--- src/rtl/present_ctrl_pkg.sv ---
// Shared constants and types for the PRESENT S-box layer controller.
// Beat-sliced share type, FSM state enum and the beat tag that rides alongside the core.
package present_ctrl_pkg;

  localparam int unsigned STATE_W   = 64;
  localparam int unsigned BEAT_W    = 8;
  localparam int unsigned NBEATS    = STATE_W / BEAT_W;
  localparam int unsigned RND_W     = 90;
  localparam int unsigned SBOX_LAT  = 3;
  localparam int unsigned IDX_W     = $clog2(NBEATS);
  // Input register stage plus the core's own pipeline.
  localparam int unsigned TAG_DEPTH = SBOX_LAT + 1;

  localparam logic [IDX_W-1:0] LastIdx = IDX_W'(NBEATS - 1);

  typedef logic [NBEATS-1:0][BEAT_W-1:0] beats_t;

  typedef enum logic [1:0] {
    StIdle,
    StFeed,
    StDrain,
    StDone
  } ctrl_state_e;

  typedef struct packed {
    logic             v;
    logic [IDX_W-1:0] idx;
  } tag_t;

endpackage

--- src/rtl/present_ctrl_tag_pipe.sv ---
// Shift register of beat tags, aligned with the S-box core latency so that each core
// result can be routed to its byte slot. Bubbles travel as tags with v=0.
module present_ctrl_tag_pipe
  import present_ctrl_pkg::*;
#(
  parameter int unsigned Depth = TAG_DEPTH
) (
  input  logic clk_i,
  input  logic rst_ni,
  input  tag_t tag_i,
  output tag_t tag_o
);

  tag_t [Depth-1:0] pipe_q;

  always_ff @(posedge clk_i or negedge rst_ni) begin
    if (!rst_ni) begin
      pipe_q <= '0;
    end else begin
      pipe_q <= {pipe_q[Depth-2:0], tag_i};
    end
  end

  assign tag_o = pipe_q[Depth-1];

endmodule

--- src/rtl/present_sbox_layer_ctrl.sv ---
// Sequences a 3-share PRESENT S-box layer through a masked two-S-box core, one byte per share
// per beat. Optional build macro PRESENT_CTRL_BUBBLE_ZERO_EN zeroes core inputs when not issuing.
module present_sbox_layer_ctrl
  import present_ctrl_pkg::*;
(
  input  logic               clk_i,
  input  logic               rst_ni,
  input  logic               in_valid_i,
  output logic               in_ready_o,
  input  logic [STATE_W-1:0] in_s1_i,
  input  logic [STATE_W-1:0] in_s2_i,
  input  logic [STATE_W-1:0] in_s3_i,
  output logic               out_valid_o,
  input  logic               out_ready_i,
  output logic [STATE_W-1:0] out_s1_o,
  output logic [STATE_W-1:0] out_s2_o,
  output logic [STATE_W-1:0] out_s3_o,
  input  logic               rnd_valid_i,
  output logic               rnd_ready_o,
  input  logic [RND_W-1:0]   rnd_i,
  output logic [BEAT_W-1:0]  core_in1_o,
  output logic [BEAT_W-1:0]  core_in2_o,
  output logic [BEAT_W-1:0]  core_in3_o,
  output logic [RND_W-1:0]   core_r_o,
  input  logic [BEAT_W-1:0]  core_out1_i,
  input  logic [BEAT_W-1:0]  core_out2_i,
  input  logic [BEAT_W-1:0]  core_out3_i
);

  ctrl_state_e state_q, state_d;
  logic [IDX_W-1:0] cnt_q, cnt_d;
  logic ready_q;

  beats_t s1_q, s2_q, s3_q;
  beats_t out_s1_q, out_s2_q, out_s3_q;
  logic [BEAT_W-1:0] core_in1_q, core_in2_q, core_in3_q;
  logic [RND_W-1:0]  core_r_q;

  logic accept, issue, last_exit;
  tag_t tag_in, tag_out;

  assign in_ready_o  = ready_q && (state_q == StIdle);
  assign rnd_ready_o = (state_q == StFeed);
  assign out_valid_o = (state_q == StDone);

  assign accept    = in_valid_i && in_ready_o;
  assign issue     = (state_q == StFeed) && rnd_valid_i;
  assign last_exit = tag_out.v && (tag_out.idx == LastIdx);

  assign tag_in.v   = issue;
  assign tag_in.idx = cnt_q;

  always_comb begin
    state_d = state_q;
    cnt_d   = cnt_q;
    unique case (state_q)
      StIdle: begin
        if (accept) begin
          state_d = StFeed;
          cnt_d   = '0;
        end
      end
      StFeed: begin
        if (issue) begin
          cnt_d = cnt_q + 1'b1;
          if (cnt_q == LastIdx) begin
            state_d = StDrain;
          end
        end
      end
      StDrain: begin
        if (last_exit) begin
          state_d = StDone;
        end
      end
      StDone: begin
        if (out_ready_i) begin
          state_d = StIdle;
        end
      end
      default: state_d = StIdle;
    endcase
  end

  always_ff @(posedge clk_i or negedge rst_ni) begin
    if (!rst_ni) begin
      state_q <= StIdle;
      cnt_q   <= '0;
      ready_q <= 1'b0;
    end else begin
      state_q <= state_d;
      cnt_q   <= cnt_d;
      ready_q <= 1'b1;
    end
  end

  always_ff @(posedge clk_i or negedge rst_ni) begin
    if (!rst_ni) begin
      s1_q <= '0;
      s2_q <= '0;
      s3_q <= '0;
    end else if (accept) begin
      s1_q <= in_s1_i;
      s2_q <= in_s2_i;
      s3_q <= in_s3_i;
    end
  end

  // Each share goes to the core on its own wire; shares are never combined here.
  always_ff @(posedge clk_i or negedge rst_ni) begin
    if (!rst_ni) begin
      core_in1_q <= '0;
      core_in2_q <= '0;
      core_in3_q <= '0;
      core_r_q   <= '0;
    end else if (issue) begin
      core_in1_q <= s1_q[cnt_q];
      core_in2_q <= s2_q[cnt_q];
      core_in3_q <= s3_q[cnt_q];
      core_r_q   <= rnd_i;
    end
`ifdef PRESENT_CTRL_BUBBLE_ZERO_EN
    else begin
      core_in1_q <= '0;
      core_in2_q <= '0;
      core_in3_q <= '0;
      core_r_q   <= '0;
    end
`endif
  end

  present_ctrl_tag_pipe #(
    .Depth(TAG_DEPTH)
  ) u_tag_pipe (
    .clk_i (clk_i),
    .rst_ni(rst_ni),
    .tag_i (tag_in),
    .tag_o (tag_out)
  );

  always_ff @(posedge clk_i or negedge rst_ni) begin
    if (!rst_ni) begin
      out_s1_q <= '0;
      out_s2_q <= '0;
      out_s3_q <= '0;
    end else if (tag_out.v) begin
      out_s1_q[tag_out.idx] <= core_out1_i;
      out_s2_q[tag_out.idx] <= core_out2_i;
      out_s3_q[tag_out.idx] <= core_out3_i;
    end
  end

  assign out_s1_o   = out_s1_q;
  assign out_s2_o   = out_s2_q;
  assign out_s3_o   = out_s3_q;
  assign core_in1_o = core_in1_q;
  assign core_in2_o = core_in2_q;
  assign core_in3_o = core_in3_q;
  assign core_r_o   = core_r_q;

endmodule

--- config.mk ---
export PLATFORM = sky130hd
export DESIGN_NAME = present_sbox_layer_ctrl
export DESIGN_NICKNAME = d
export VERILOG_FILES = /design/src/rtl/present_ctrl_pkg.sv /design/src/rtl/present_ctrl_tag_pipe.sv /design/src/rtl/present_sbox_layer_ctrl.sv
export SDC_FILE = /design/constraint.sdc
export NUM_CORES = 1
export LEC_CHECK = 0
export ABC_CLOCK_PERIOD_IN_PS = 2100
export BUFFER_PORTS_ARGS = -buffer_cell sky130_fd_sc_hd__buf_4
export CORE_AREA = 2 2 242 244
export CTS_CLUSTER_DIAMETER = 40
export CTS_CLUSTER_SIZE = 30
export DETAILED_ROUTE_END_ITERATION = 8
export DIE_AREA = 0 0 244 246
export GPL_ROUTABILITY_DRIVEN = 0
export GPL_TIMING_DRIVEN = 0
export SYNTH_ARGS = -nofsm -noshare
export SYNTH_HDL_FRONTEND = slang
export SYNTH_HIERARCHICAL = 1
export SYNTH_SLANG_ARGS = --single-unit
--- constraint.sdc ---
create_clock -name clk_i -period 2.1 [get_ports clk_i]
set_input_delay 0.315 -clock clk_i [delete_from_list [all_inputs] [get_ports clk_i]]
set_output_delay 0.315 -clock clk_i [all_outputs]
set_load 0.01 [all_outputs]
# Yosys cells after proc, flatten, opt, wreduce, memory -nomap -nowiden
# Index checks and enable logic that the tools add are counted.
# word_totals
ramBits	0
romBits	0
latchBits	0
memories	0
in_bits	311
reg_bits	520
# op_classes
mux	20
n_eq_ne	10
div_mod_pow	0
n_reduce_logical	9
order_cmp	3
shifts	0
bitwise_logic	0
n_mul	0
addsub	1
# ops
op	n
$bwmux 64	3
$bmux 8 s3	3
$mux 8	4
$demux 8 s3	1
$mux 2	5
$lt 3x4->1 const B	2
$pmux 2 s4	1
$eq 3x3->1 const B	2
$mux 3	2
$ne 2x1->1 const B	3
$pmux 3 s2	1
$logic_and 1x1->1	5
$reduce_and 5->1	1
$eq 2x2->1 const B	2
$ne 2x2->1 const B	2
$add 3x1->3 const B	1
$ge 3x1->1 const B	1
$reduce_and 3->1	1
$eq 2x1->1 const B	1
$logic_not 2->1	1
$reduce_bool 2->1	1

# Depth between registers and ports, before layout
# Gate-level depths: netlist (run 1).
# logic_depth
word_depth	5
mapped_depth	9

# Modules after synthesis
# Netlist (run 1), hierarchy kept.
# modules_own_cells
mod	n_inst	area_each_um2	cells_per_inst	seq_area_each_um2
present_sbox_layer_ctrl	1	20402.1	1320	12612.1
present_ctrl_tag_pipe	1	430.4	20	400.4

# Worst setup path after synthesis (run 1)
# OpenSTA, ideal clock, no wires.
# synth_timing
kind	register to register
from	reg state_q[1]
to	reg core_r_q[66], in the netlist core_r_o[66]
synth_period_minus_slack_ns	1.778
setup_ns	0.125
setup_slack_ns	0.322
arrival_ns	1.653
required_ns	1.975
n_path_buf	2
stages_incl_launch_ff	8
cell_sequence	dfrtp_1 inv_1 ha_1 nand2_2 inv_2 buf_4 buf_4 mux2_2
# synth_via
elab_chain_cells	2
# synth_rtl
element	line	text
from (decl)	present_sbox_layer_ctrl.sv:30	ctrl_state_e state_q, state_d;
from (signal assigned)	present_sbox_layer_ctrl.sv:87	state_q <= StIdle;
from (signal assigned)	present_sbox_layer_ctrl.sv:91	state_q <= state_d;
$eq 2x1->1	--	
named net rnd_ready_o	present_sbox_layer_ctrl.sv:19	output logic rnd_ready_o,
$logic_and 1x1->1	present_sbox_layer_ctrl.sv:47	assign issue = (state_q == StFeed) && rnd_valid_i;
to (signal assigned)	present_sbox_layer_ctrl.sv:120	core_r_q <= rnd_i;
to (decl)	present_sbox_layer_ctrl.sv:37	logic [RND_W-1:0] core_r_q;
# The timed path passes the listed nets, and every way through them passes these cells.
# A chain may end at the register's enable or synchronous reset.

# Worst setup path after layout (run 1)
# layout_timing
from	reg state_q[1]
to	reg core_in1_q[0], in the netlist core_in1_o[0]
# layout_via
elab_chain_cells	2
# layout_rtl
element	line	text
$eq 2x1->1	present_sbox_layer_ctrl.sv:47	
$logic_and 1x1->1	present_sbox_layer_ctrl.sv:47	
named net issue	present_sbox_layer_ctrl.sv:39	logic accept, issue, last_exit;
to (signal assigned)	present_sbox_layer_ctrl.sv:117	core_in1_q <= s1_q[cnt_q];
to (decl)	present_sbox_layer_ctrl.sv:36	logic [BEAT_W-1:0] core_in1_q, core_in2_q, core_in3_q;
# The timed path passes the listed nets, and every way through them passes these cells.

==> impl_results.md, run 1 <==
- Status: finished clean
- Num CTS Buffers: between 80 and 90
- Post-Layout Inst Area: ~33000 sq um
- # Max-Cap Violations: 0
- Compound-Gate Fraction of Synth Area: under 10%
- Path depth of the worst reg2reg path: 9
- Largest net degree at the start of global routing: between 100 and 150
- FF-to-FF setup slack: between 90 and 100 ps
- Place WS: -447 ps
- Core Util, Final: around 57%
- Post-synthesis async set-or-reset flop share: 100%
- Worst path bufs/invs: 5
- Synth-to-Final Area Change: 56.8%
- Cell taking the most area after synthesis: dfrtp_1
- Std-Cell Rows: 88
- CP Capture Type: register
- Most frequent cell after synthesis: dfrtp_1
- Startpoint type of the worst setup path: register
- Post-CTS setup buffer count: 0
- RSZ-0062 raised after global routing: yes
- Cell family with most CP delay: buffers and inverters
- Cells after Synth: between 1000 and 1500
- Avg Inst Size Synth: approximately 16 sq um
- Top routing layer used: met5
- Vias: approximately 15000
- Core area: 57400 sq um
- Slowest CP cell: dfrtp_1
- CTS clock-pin slew for the worst setup and hold paths: 60 ps
- Ys Warns: 6
- Chip width: 244 microns
- Required @ worst endpoint: 2640 ps
- Worst Skew: ~25 ps
- Maximum vdd drop: 916 uV
- Clock Latency Late Sink: about 630 ps
- Mux cell area share after synthesis: between 30% and 40%
- Worst path depth: 9
- Nets@finish: 2672
- Share of the synthesized area in the top cell type: a little over three fifths
- Worst path cell trace: inv_1 > ha_2 > nand2_4 > inv_4 > buf_4 > buf_8 > buf_6 > nand3_1 > nand2_1
- CTS tree: yes
- Worst flop-to-flop path startpoint: state_q[1]
- Synth Area in Simple Gates: 2.41%
- Vias in the first global route: between 15000 and 20000
- Initial antenna violation count: 8
- Crit path to: core_in1_o[0]
- CTS Sinks: between 500 and 600
- Setup Crit Path Kind: reg2reg
- Root buffer cell: clkbuf_16
- M1 WL: 27200 microns
- Highest clock rate: 498 MHz
- # setup viols final: 0
- Largest family of logic cells by synthesized area: multiplexers
- H-tree lvl count: 3
- Gr ovfl total: 0
- Tcrit/Tclk final: 95.7%
- Final Slew Violations: 0
- Worst slew pin tran: ~700 ps
- WP data arrival: approximately 2600 ps
- IO Port Bufs: 618
- Vias per inst: between 4 and 5
- Deepest clock path buffer count: 3
- # DRC: 0
- Relative slew margins: between 50% and 60%
- Worst min-delay path class: in2reg
- Top cells by instance count after synthesis: 520 x dfrtp_1, 471 x mux2_2, 96 x mux2i_1, 52 x nand2_1, 49 x buf_2
- Sequential share of the synthesized area: a little over three fifths
- Synth Register Bits: between 500 and 600
- First-pass GRT wire length: about 100000 microns
- Synth top area cells: dfrtp_1 62%, mux2_2 25%, mux2i_1 4.6%
- Met2 Wirelength: around 35000 microns
- P per Cell Area: ~1400 nW/um^2
- Tmin final: 2010 ps
- Synth unique cells: 31
- Worst flop-to-flop path endpoint: core_in1_o[0]
- Detail Route Antenna Nets: 0
- Post-route setup slack: between 90 and 100 ps
- Top Ports: 620
- Synthesized Nets: between 1500 and 2000
- Top_reg_cell synth: dfrtp_1
- Final WL: between 60000 and 70000 microns
- Crit-path max cell delay: around 400 ps
- Starting DRC count in detailed routing: between 500 and 600
- Post-DP HPWL: 49800 microns
- Per-cell routed wire length: between 20 and 25 microns
- Met3 wire length: 5110 microns
- Placed Area: approximately 27000 sq um
- Lkg Pwr: roughly 15 nW
- Chip height: ~250 microns
- Die ar.: 60000 sq um
- DR pass1 iterations: 4
- Critical path startpoint: state_q[1]
- Hold Fails Final Rpt: 0
- Share of layout cells above drive strength 1: a little over half
- Number of synthesized flops with an enable pin: 0
- GRT Total Usage: a little under a quarter
- Post-Synth XOR/XNOR Area: 0%
- Post-Synth Adder-Cell Area: less than 1%
- Cell Area, Synth: between 20000 and 25000 sq um
- Worst-path fanout max: 10
- Initial core utilization: 36.3%
==> registers in the layout, summed over array words and instances, names as in the netlist, 12 cells and up <==
| name | cells |
|---|---|
| core_r_o | 90 |
| out_s1_o | 64 |
| out_s2_o | 64 |
| out_s3_o | 64 |
| s1_q | 64 |
| s2_q | 64 |
| s3_q | 64 |
| u_tag_pipe/pipe_q | 12 |
==> tightest hold or removal path, delay by kind of cell <==
kind	cells	cell delay [ps]
buffers and inverters	1	160
AND/OR/NAND/NOR	3	280
==> layout by cell type (no fill, tap or decap), drive strengths merged, types with 3 or more instances in the layout <==
master	instances
inv	21
nand4b	3
mux2	475
dfrtp	520
a22oi	48
a22o	4
bufinv	7
diode	4
clkinvlp	16
nand2	53
nand3	27
clkinv	21
clkbuf	107
ha	6
o21ai	4
mux2i	96
buf	694
dlygate4sd3	307
==> worst min-delay path by stage <==
stage | from | to | slack (ps) | depth (start not counted)
floorplan | rst_ni | cnt_q[0] | 20 | 0
global placement | u_tag_pipe/pipe_q[6] | u_tag_pipe/pipe_q[10] | 330 | 0
detailed placement | rst_ni | out_s1_o[11] | 230 | 1
CTS | rnd_valid_i | cnt_q[0] | 150 | 3
global route | rnd_valid_i | core_in3_o[0] | 180 | 4
finish | rnd_valid_i | core_in1_o[7] | 170 | 4
==> area by class of cell <==
class,instances,area (sq um)
Clock inverter,58,694
Timing Repair Buffer,931,7880
Inverter,7,28.8
Multi-Input combinational cell,731,7340
Buffer,82,564
Clock buffer,95,2170
Sequential cell,520,13000
Antenna cell,4,10.0
Tap cell,765,957
Fill cell,4637,24700
==> where the power goes <==
part           leakage (nW)  internal (mW)  switching, mW
clock network          1.35           8.49           5.36
logic                  7.63           7.94           6.41
registers              6.32           14.1           2.24
==> repair_timing <==
item / 4_1_cts / 5_1_grt
gates resized for setup: 18 / 33
cloned: 0 / 1
endpoints found under the hold margin: 512 / 0
hold buffers: 307 / 0
pin swaps: 0 / 0
endpoints found under the setup margin: 169 / 236
==> per-stage QoR <==
step / power (mW) / instances / hold WS [ps] / TNS [ps]
after global placement: 29.8 / 2723 / 334 / -2460390
after floorplan: 23.5 / 1340 / 19.4 / 0
final: 44.6 / 3193 / 170 / 0
after CTS: 44.9 / 3188 / 149 / -1370
after detailed placement: 30.3 / 2728 / 235 / -16390
after global routing: 46.8 / 3192 / 182 / -185
==> cells by family after synthesis <==
| group | count (synthesis) |
|---|---|
| AND/OR/NAND/NOR | 95 |
| multiplexers | 571 |
| other | 1 |
| flip-flops | 520 |
| adder cells (fa/ha/maj) | 6 |
| AO/OA/AOI/OAI | 58 |
| buffers and inverters | 89 |
==> routing by layer <==
metal	GRT usage, %	vias up
met5	0	-
met4	6.67	10
met3	6.86	90
met2	39.0	473
met1	27.0	7801
li1	-	6872
No activity file was read; power rests on OpenSTA's default activity.
==> inputs of run 2 (changes only) <==
--- a/config.mk
+++ b/config.mk
@@ -5,13 +5,13 @@
 export SDC_FILE = /design/constraint.sdc
 export NUM_CORES = 1
 export LEC_CHECK = 0
-export ABC_CLOCK_PERIOD_IN_PS = 2100
+export ABC_CLOCK_PERIOD_IN_PS = 1800
 export BUFFER_PORTS_ARGS = -buffer_cell sky130_fd_sc_hd__buf_4
-export CORE_AREA = 2 2 242 244
+export CORE_AREA = 2 2 240 242
 export CTS_CLUSTER_DIAMETER = 40
 export CTS_CLUSTER_SIZE = 30
 export DETAILED_ROUTE_END_ITERATION = 8
-export DIE_AREA = 0 0 244 246
+export DIE_AREA = 0 0 242 244
 export GPL_ROUTABILITY_DRIVEN = 0
 export GPL_TIMING_DRIVEN = 0
 export SYNTH_ARGS = -nofsm -noshare
==> constraint.sdc (replaced) <==
create_clock -name clk_i -period 1.8 [get_ports clk_i]
set_input_delay 0.27 -clock clk_i [delete_from_list [all_inputs] [get_ports clk_i]]
set_output_delay 0.27 -clock clk_i [all_outputs]
set_load 0.01 [all_outputs]
==> run 2 against run 1 <==
Against the previous run: the run now ends with hold timing left; final cell count up 0.13%; non-clock buffer count up 11; critical path depth down 5; cell area up 1.4%; flip-flop and latch count unchanged; register-to-register slack worse by 50 ps; clock skew down 9.9 ps; largest cell class unchanged.
==> impl_results.md, run 2 (synthesis gave the netlist of run 1 again) <==
- Status: finished with violations
- Failing checks: hold timing
- Worst-path fanout max: 4 (-6)
- Startpoint type of the worst setup path: register
- # setup viols final: 0 (unchanged)
- Num CTS Buffers: 83 (+1.2%)
- CTS Sinks: 520 (unchanged)
- H-tree lvl count: 3 (unchanged)
- Worst min-delay path class: in2async
- Crit-path max cell delay: 380 ps (-20 ps)
- Gr ovfl total: 0 (unchanged)
- # DRC: 0 (unchanged)
- RSZ-0062 raised after global routing: yes
- Worst slew pin tran: 925 ps (+224 ps)
- Tmin final: 1770 ps
- Worst flop-to-flop path startpoint: cnt_q[0]
- DR pass1 iterations: 4 (unchanged)
- Critical path startpoint: state_q[1]
- Final WL: 69100 microns (+0.35%)
- Synth-to-Final Area Change: 58.9%
- Std-Cell Rows: 87 (-1.1%)
- Commonest cells after routing, fill and taps aside: 642 x buf_4, 519 x dfrtp_1, 467 x mux2_2
- Lkg Pwr: 15.5 nW (+1.3%)
- Tcrit/Tclk final: between 90% and 100%
- WP data arrival: 1500 ps (-1050 ps)
- Maximum vdd drop: 1200 uV (+31%)
- Placed insts: 2718 (-0.37%)
- Initial antenna violation count: 7 (-1)
- Nets@finish: 2684 (+0.45%)
- Final Slew Violations: 0 (unchanged)
- CTS tree: yes
- Per-cell routed wire length: 21.6 microns (+0.23%)
- Most common cell after layout, fill and taps aside: buf_4
- Hold_buf cts: 306 (-0.33%)
- Relative slew margins: 38.3% (-15 points)
- Initial core utilization: 37.1% (+0.77 points)
- Required @ worst endpoint: 1530 ps (-1110 ps)
- Chip height: 244 microns (-0.81%)
- Hold Fails Final Rpt: 112 (+112)
- Final non-filler cell total: 3197 (+0.13%)
- Largest net degree at the start of global routing: 119 (+5.3%)
- Core area: 56200 sq um (-2.1%)
- Detail Route Antenna Nets: 0 (unchanged)
- CTS clock-pin slew for the worst setup and hold paths: 50 ps (about the same)
- Setup Crit Path Kind: reg2out
- Die ar.: 59000 sq um (-1.6%)
- Hold WS: -226 ps (-396 ps)
- Slowest CP cell: dfrtp_1
- Starting DRC count in detailed routing: 450 (-22%)
- Vias per inst: 4.79 (+0.37%)
- Root buffer cell: clkbuf_16
- First-pass GRT wire length: 104000 microns (+1.1%)
- Top Ports: 620 (unchanged)
- # Max-Cap Violations: 0 (unchanged)
- GRT Total Usage: 23.0% (+0.49 points)
- CP Capture Type: output port
- Max reg flops: 90 (unchanged)
- Post-DP HPWL: 49400 microns (-0.80%)
- IO Port Bufs: 618 (unchanged)
- Vias in the first global route: 17000 (+2.9%)
- Worst path cell trace: inv_2 > ha_4 > and2_4 > buf_6
- Share of layout cells above drive strength 1: 55.9% (+1.0 points)
- Worst Skew: 15.6 ps (-9.86 ps)
- P per Cell Area: 1590 nW/um^2 (+16%)
- Clock Latency Late Sink: 610 ps (-20 ps)
- Final setup TNS: 0 ps (unchanged)
- Vias: 15321 (+0.49%)
- Chip width: 242 microns (-0.82%)
- Highest clock rate: roughly 560 MHz
- Deepest clock path buffer count: 3 (unchanged)
run 2: changes by cell type in the layout (fill, tap and decap cells not counted), moves of 5 or more:
cell | previous run | this run
buf_6 | 10 | 28
buf_2 | 28 | 12
clkbuf_1 | 13 | 3
clkbuf_4 | 1 | 9
inv_6 | 8 | 16
buf_4 | 648 | 642
buf_8 | 3 | 9
buf_12 | 0 | 5
clkbuf_8 | 7 | 12
clkinvlp_4 | 16 | 11
run 2: stage by stage:
step	power (mW)	setup WS, ps	hold WS [ps]	area (sq um)	utilization (%)
global placement	34.7	-5070	336	26400	47.0
CTS	52.9	-48.5	-221	32900	58.6
detailed placement	35.3	-643	335	26500	47.2
global route	55.2	-27.6	-157	33100	58.9
finish	52.6	27.8	-226	33100	58.9
floorplan	27.4	21.9	-25.6	20800	-
run 2: layout make-up:
type                            instances  area, sq um
Fill cell                            4454        23100
Sequential cell                       520        13000
Timing Repair Buffer                  945         8010
Multi-Input combinational cell        731         7420
Clock buffer                           98         2270
Tap cell                              756          946
Buffer                                 79          744
Clock inverter                         56          647
Inverter                                7         33.8
Antenna cell                            5         12.5
run 2: what timing repair did:
item | 4_1_cts | 5_1_grt
gates resized for setup | 86 | 47
pin swaps | 4 | 4
cloned | 0 | 2
endpoints found under the hold margin | 585 | 112
buffers inserted | 12 | 3
endpoints found under the setup margin | 427 | 392
run 2: layer usage:
layer / share of wire, % / wire [microns] / GRT usage (%) / vias up
li1: - / - / - / 6894
met1: 40 / 27800 / 27.8 / 7793
met2: 50 / 34600 / 39.8 / 496
met3: 6.8 / 4710 / 6.26 / 132
met4: 2.8 / 1910 / 8.06 / 6
met5: 0.054 / 37 / 0 / -
run 2: power by group:
part           total (mW)  internal [mW]  switching (mW)
clock network        16.3           10.3            6.09
registers            19.1           16.5            2.61
logic                17.2           9.57            7.60
total                52.6           36.3            16.3
run 2: worst max-delay path: cells and delay by family (launching register included):
family	cells	cell delay, ps
flip-flops	1	380
AND/OR/NAND/NOR	1	150
buffers and inverters	2	210
adder cells (fa/ha/maj)	1	160
run 2: worst paths after layout:
path | to | slack [ps] | depth (start not counted)
setup reg to reg | core_in2_o[0] | 40 | 6
setup / recovery | in_ready_o | 30 | 4
hold / removal | core_r_o[32] | -230 | 1
max in group asynchronous | s3_q[13] | 490 | 3
min in group clk_i | core_in3_o[0] | 130 | 4
hold reg to reg | u_tag_pipe/tag_o[2] | 340 | 0
